$ cat config.mk
export PLATFORM = sky130hd
export DESIGN_NAME = instr_decode
export DESIGN_NICKNAME = d
export VERILOG_FILES = /design/src/rtl/instr_decode.sv
export SDC_FILE = /design/constraint.sdc
export NUM_CORES = 1
export LEC_CHECK = 0
export ABC_CLOCK_PERIOD_IN_PS = 1700
export CORE_ASPECT_RATIO = 0.7
export CORE_MARGIN = 2
export CORE_UTILIZATION = 41
export DETAILED_ROUTE_END_ITERATION = 10
export GPL_ROUTABILITY_DRIVEN = 0
export GPL_TIMING_DRIVEN = 0
export HOLD_SLACK_MARGIN = 0.15
export PLACE_DENSITY_LB_ADDON = 0.1
export SLEW_MARGIN = 20
export SYNTH_ARGS = -nofsm -noshare
export SYNTH_HDL_FRONTEND = slang
export SYNTH_SLANG_ARGS = --single-unit
$ cat constraint.sdc
create_clock -name clk -period 1.7 [get_ports clk]
set_clock_uncertainty 0.1 [all_clocks]
set_input_delay 0.34 -clock clk [delete_from_list [all_inputs] [get_ports clk]]
set_output_delay 0.34 -clock clk [all_outputs]
set_load 0.005 [all_outputs]
$ cat src/rtl/instr_decode.sv
// -----------------------------------------------------------------------------
// instr_decode
// Decodes SPI command frames into register-file read/write strobes.
// A frame is one command byte followed by one data byte (write) or one dummy
// byte (read). Any further bytes in the frame are ignored until chip select
// drops.
//
// Command byte: [7] rw (1 write, 0 read), [6] byte select (1 low, 0 high),
//               [5:0] base address. A high-byte access targets base+1 mod 64.
//
// Ports
//   clk          in   system clock, rising edge
//   rst          in   synchronous active-high reset
//   frame_active in   SPI chip select asserted; low aborts the transaction
//   byte_sync    in   one-cycle pulse, data_in valid
//   data_in      in   [7:0] byte received from the SPI bridge
//   data_out     out  [7:0] byte to shift out on MISO during the next SPI byte
//   read         out  one-cycle register-file read strobe
//   write        out  one-cycle register-file write strobe
//   addr         out  [5:0] register-file byte address
//   data_read    in   [7:0] register-file read data, valid the cycle after read
//   data_write   out  [7:0] register-file write data, valid while write is high
// -----------------------------------------------------------------------------
module instr_decode (
  input  logic       clk,
  input  logic       rst,
  input  logic       frame_active,
  input  logic       byte_sync,
  input  logic [7:0] data_in,
  output logic [7:0] data_out,
  output logic       read,
  output logic       write,
  output logic [5:0] addr,
  input  logic [7:0] data_read,
  output logic [7:0] data_write
);

  localparam int unsigned AW = 6;
  localparam int unsigned DW = 8;
  localparam int unsigned SW = 2;

  localparam logic [SW-1:0] ST_CMD   = 2'd0;
  localparam logic [SW-1:0] ST_WDATA = 2'd1;
  localparam logic [SW-1:0] ST_RDATA = 2'd2;
  localparam logic [SW-1:0] ST_DRAIN = 2'd3;

  logic [SW-1:0] state_q,      state_d;
  logic [AW-1:0] addr_q,       addr_d;
  logic          read_q,       read_d;
  logic          write_q,      write_d;
  logic          rd_pend_q,    rd_pend_d;
  logic [DW-1:0] data_write_q, data_write_d;
  logic [DW-1:0] data_out_q,   data_out_d;

  // Effective address of a command byte; the 6-bit add wraps modulo 64.
  logic [AW-1:0] eff_addr_c;
  assign eff_addr_c = data_in[6] ? data_in[AW-1:0]
                                 : AW'(data_in[AW-1:0] + AW'(1));

  // State and output registers.
  always_ff @(posedge clk) begin
    if (rst) begin
      state_q      <= ST_CMD;
      addr_q       <= '0;
      read_q       <= 1'b0;
      write_q      <= 1'b0;
      rd_pend_q    <= 1'b0;
      data_write_q <= '0;
      data_out_q   <= '0;
    end else begin
      state_q      <= state_d;
      addr_q       <= addr_d;
      read_q       <= read_d;
      write_q      <= write_d;
      rd_pend_q    <= rd_pend_d;
      data_write_q <= data_write_d;
      data_out_q   <= data_out_d;
    end
  end

  // Next-state and strobe generation.
  always_comb begin
    state_d      = state_q;
    addr_d       = addr_q;
    read_d       = 1'b0;
    write_d      = 1'b0;
    data_write_d = data_write_q;
    data_out_d   = data_out_q;
    // data_read is valid the cycle after the read strobe; capture it then.
    rd_pend_d    = read_q;
    if (rd_pend_q) begin
      data_out_d = data_read;
    end

    // Chip select low wins over a coincident byte_sync: byte is discarded.
    if (!frame_active) begin
      state_d = ST_CMD;
    end else if (byte_sync) begin
      case (state_q)
        ST_CMD: begin
          addr_d = eff_addr_c;
          if (data_in[7]) begin
            state_d = ST_WDATA;
          end else begin
            state_d = ST_RDATA;
            read_d  = 1'b1;
          end
        end
        ST_WDATA: begin
          write_d      = 1'b1;
          data_write_d = data_in;
          state_d      = ST_DRAIN;
        end
        ST_RDATA: begin
          state_d = ST_DRAIN;
        end
        ST_DRAIN: begin
          state_d = ST_DRAIN;
        end
        default: begin
          state_d = ST_CMD;
        end
      endcase
    end
  end

  assign data_out   = data_out_q;
  assign read       = read_q;
  assign write      = write_q;
  assign addr       = addr_q;
  assign data_write = data_write_q;

endmodule
---- Word-level counts from Yosys, hierarchy flattened ----
Cells that the tools add are included.
operators by class
  bitwise logic cells ..................... 3
  add/sub/neg operators ................... 1
  muxes and demuxes ....................... 5
  reductions and logical operators ........ 7
  equal/unequal tests ..................... 3
operator list
  cell                                           number
  adder 6 x 1 -> 6 bit, second input constant    1
  2-to-1 mux 6 bit                               1
  AND reduction 3 bit                            2
  OR reduction 3 bit                             2
  == test 2 bit, second input constant           2
  case mux 2 bit (2 select lines)                1
  OR reduction 4 bit                             1
  NOT 1 bit                                      3
  == test 2 x 1 -> 1 bit, second input constant  1
  logical NOT 2 bit                              1
  2-to-1 mux 1 bit                               2
  2-to-1 mux 2 bit                               1
  OR reduction 2 bit                             1
word-level totals
  output and inout bits ................... 24
  register bits ........................... 27
  input port bits ......................... 20
  word-level logic and storage cells ...... 26

---- Longest topological paths before layout ----
  depth after elaboration ................. 3
  mapped depth ............................ 4
  depth with buffers taken out ............ 4

---- Worst setup path after synthesis ----
Ideal clock, no wire load.
  kind .................................... input to register
  from .................................... input port data_in[6]
  to ...................................... register addr_q[5] (netlist: addr[5])
  setup time .............................. 0.088 ns
  arrival time ............................ 1.070 ns
  path slack .............................. 0.442 ns
  path buffers ............................ 0
  data required time ...................... 1.512 ns
  stages on the path ...................... 3
  path through ............................ nand4b_4 or3_1 a311oi_2
between the ends
  word-level cells in the longest chain between the ends .. 1
ends and longest elaborated chain
  element                 RTL line  RTL
  start: declaration      29        input logic [7:0] data_in,
  2-to-1 mux 6 bit        57        assign eff_addr_c = data_in[6] ? data_in[AW-1:0]
  end signal: assignment  72        addr_q <= addr_d;
  end: declaration        48        logic [AW-1:0] addr_q, addr_d;
No other way between the ends.
A chain may end at the register's enable or synchronous reset.

---- Worst setup path in the final report ----
Same ends and word-level chain as after synthesis.

==> impl_metrics.ini <==
[worst_setup_path]
crit_path_max_fanout = 6
cp_data_required_time_ps = 1790
rr_endpoint = addr[0]
ff2ff_path_depth = 4
crit_path_end_kind = flip-flop
worstReg2RegStart = state_q[0]
worstPathArrival_ps = 1700
path_class = primary input to flip-flop
r2r_setup_slack_ps = 330
cp-start-kind = primary input

[min_path]
hp-start = rst
min_to = rd_pend_q
hold_depth = 2
hold_class = primary input to flip-flop

[sta]
layout_min_cycle_time_ps = 1610
hold_violations = 0
relSlewSlack_pct = 69.9
setup_viol = 0
finalWorstSetupSlack_ps = 94.8
setup-tns-final_ps = 0
fmax_mhz = 623
slew_violations = 0
fin_crit_sh_pct = 94.4
rsz0062_at_grt = no
tightest_slew_ps = 452

[die]
ios = 44
dieArea_mm2 = 0.00300
die_w_um = 64.6
placementRows = 15
dieHeight_um = 46.4
initial_core_util_pct = 42.9
core_mm2 = 0.00246

[synth]
yosys.cell_count.top_type = dfxtp_1
synth.distinct_cells = 23
ys_seq_area_share_pct = 51.2
yosys_warnings = 0
synth_area_leader_cell = dfxtp_1
ys_top_cells_by_count = dfxtp_1 (27), nand2_1 (17), nor2_1 (16), a21oi_1 (10), mux2i_1 (10)
synth_top_area_share_pct = 51.2
synth-seq-cells = 27
synthFlopType = dfxtp_1
synth_area_leaders = dfxtp_1 (51%), mux2i_1 (9.5%), nand2_1 (6.0%)
syn_avg_cell_area_um2 = 9.50
async_flop_share_pct = 0
syn_nets = 132
netlist_area_mm2 = 0.00105
syn_inst = 111
synth_edf_count = 0

[routing]
wirelength_um = 2280
antenna_left = 0
dr.pass1.iters = 4
post_drt_wl_per_cell_um = 11.9
drc = 0
vias_per_cell = 4.77
dr.first_iter.drc_count = 12
vias = 912

[grt]
grt_use_total_pct = 16.0
grt_pass1_vias = 790
grt_first_pass_wirelength_um = 3550
grt-ovfl-total = 0
grt_max_degree = 17
antenna_found_initial = 0

[power]
cellLeakagePower_nw = 0.547
power.density_mw_per_mm2 = 755
vdd_drop_max_uv = 577

[clock_network]
cts.clk_slew.worst_paths_ps = 100
cts_hold_buf = 0
cts_max_level = 1
insertion_delay_ps = 270
cts_setup_buffers = 0
cts_tree = yes
clockRootBuffer = clkbuf_8
numCtsBuffers = 3
cts.sinks = 27
ctsLongestPathBuffers = 2
cts-resized-gates = 0

[finish]
antenna_cells = 0
final_util_pct = 63.7
drive_gt1_share_pct = 5.73
area_growth_syn_to_layout_pct = 48.5
nets = 179
fillers = 220

[status]
status = finished, final reports clean

[place]
dp_slack_ps = -193
numPortBuffers = 42
dp_hpwl_um = 1780

[run]
drv_cap = 0
## critical path, cell delays in order
cell and delay (ps):
clkdlybuf4s50_1 520, nand4b_4 240, or3_1 370, a311oi_2 230
## area by class of cell
class	count	area [um^2]	area share, %
flip-flops and latches	27	541	34.5
multi-input cells	77	485	31.0
repair buffers	42	420	26.8
well taps	34	42.5	2.72
clock buffers	3	41.3	2.64
plain buffers	6	25.0	1.60
clock inverters	1	7.51	0.479
inverters	1	3.75	0.240
## cell families (layout without fill, tap and decap cells)
family / count (synthesis) / after routing / share of synthesized area (%)
AOI/OAI and AO/OA: 17 / 17 / 9.96
xor gates and xnor gates: 4 / 4 / 3.32
adders and majority gates: 1 / 1 / 1.19
buffers and inverters: 7 / 53 / 2.73
DFF: 27 / 27 / 51.2
muxes: 10 / 10 / 9.49
and+or+nand+nor: 45 / 45 / 22.1
## state kept, by name (all words and copies together), names as in the netlist
signal      count
addr            6
data_out        8
data_write      8
rd_pend_q       1
read            1
state_q         2
write           1
## metrics by stage
stage	hold WS (ps)	total power [mW]	std cells	instance area [um^2]
6_report	299	1.18	191	1570
5_1_grt	292	1.24	191	1570
4_1_cts	293	1.19	191	1570
3_5_place_dp	351	0.828	187	1520
3_3_place_gp	342	0.824	187	1520
2_1_floorplan	318	0.732	111	1050
## layout by cell type, fill, tap and decap left out, drive strengths merged
master	netlist	final
nand4b	3	3
nor2	16	16
clkinvlp	0	1
a21oi	10	10
inv	1	1
buf	2	2
a211oi	4	4
or3	1	1
and2b	1	1
nand2b	3	3
a311oi	1	1
and4b	1	1
clkdlybuf4s50	0	42
ha	1	1
o21ai	2	2
nand2	17	17
dfxtp	27	27
and4bb	1	1
mux2i	10	10
xnor2	2	2
clkbuf	4	7
nor4	1	1
xor2	2	2
nor2b	1	1
## worst max-delay path by stage
stage                          start       to
final                     data_in[6]  addr[5]
after floorplan           data_in[6]  addr[5]
after detailed placement  data_in[6]  addr[5]
after global placement    data_in[6]  addr[5]
after CTS                 data_in[6]  addr[5]
after global routing       byte_sync  addr[0]
## routing by layer
layer / wire length (um) / GRT usage, % / up-vias / share of wire [%]
met5: 0 / 0 / - / 0
li1: - / - / 471 / -
met3: 169 / 5.62 / 2 / 7.4
met4: 15 / 5.11 / 0 / 0.66
met2: 1000 / 28.1 / 29 / 44
met1: 1090 / 18.8 / 410 / 48
## power by group
part | internal [mW] | switching [mW] | total, mW
logic | 0.0914 | 0.0618 | 0.153
registers | 0.649 | 0.00984 | 0.659
clock network | 0.166 | 0.204 | 0.371
Power figures use the tool's default switching activity.
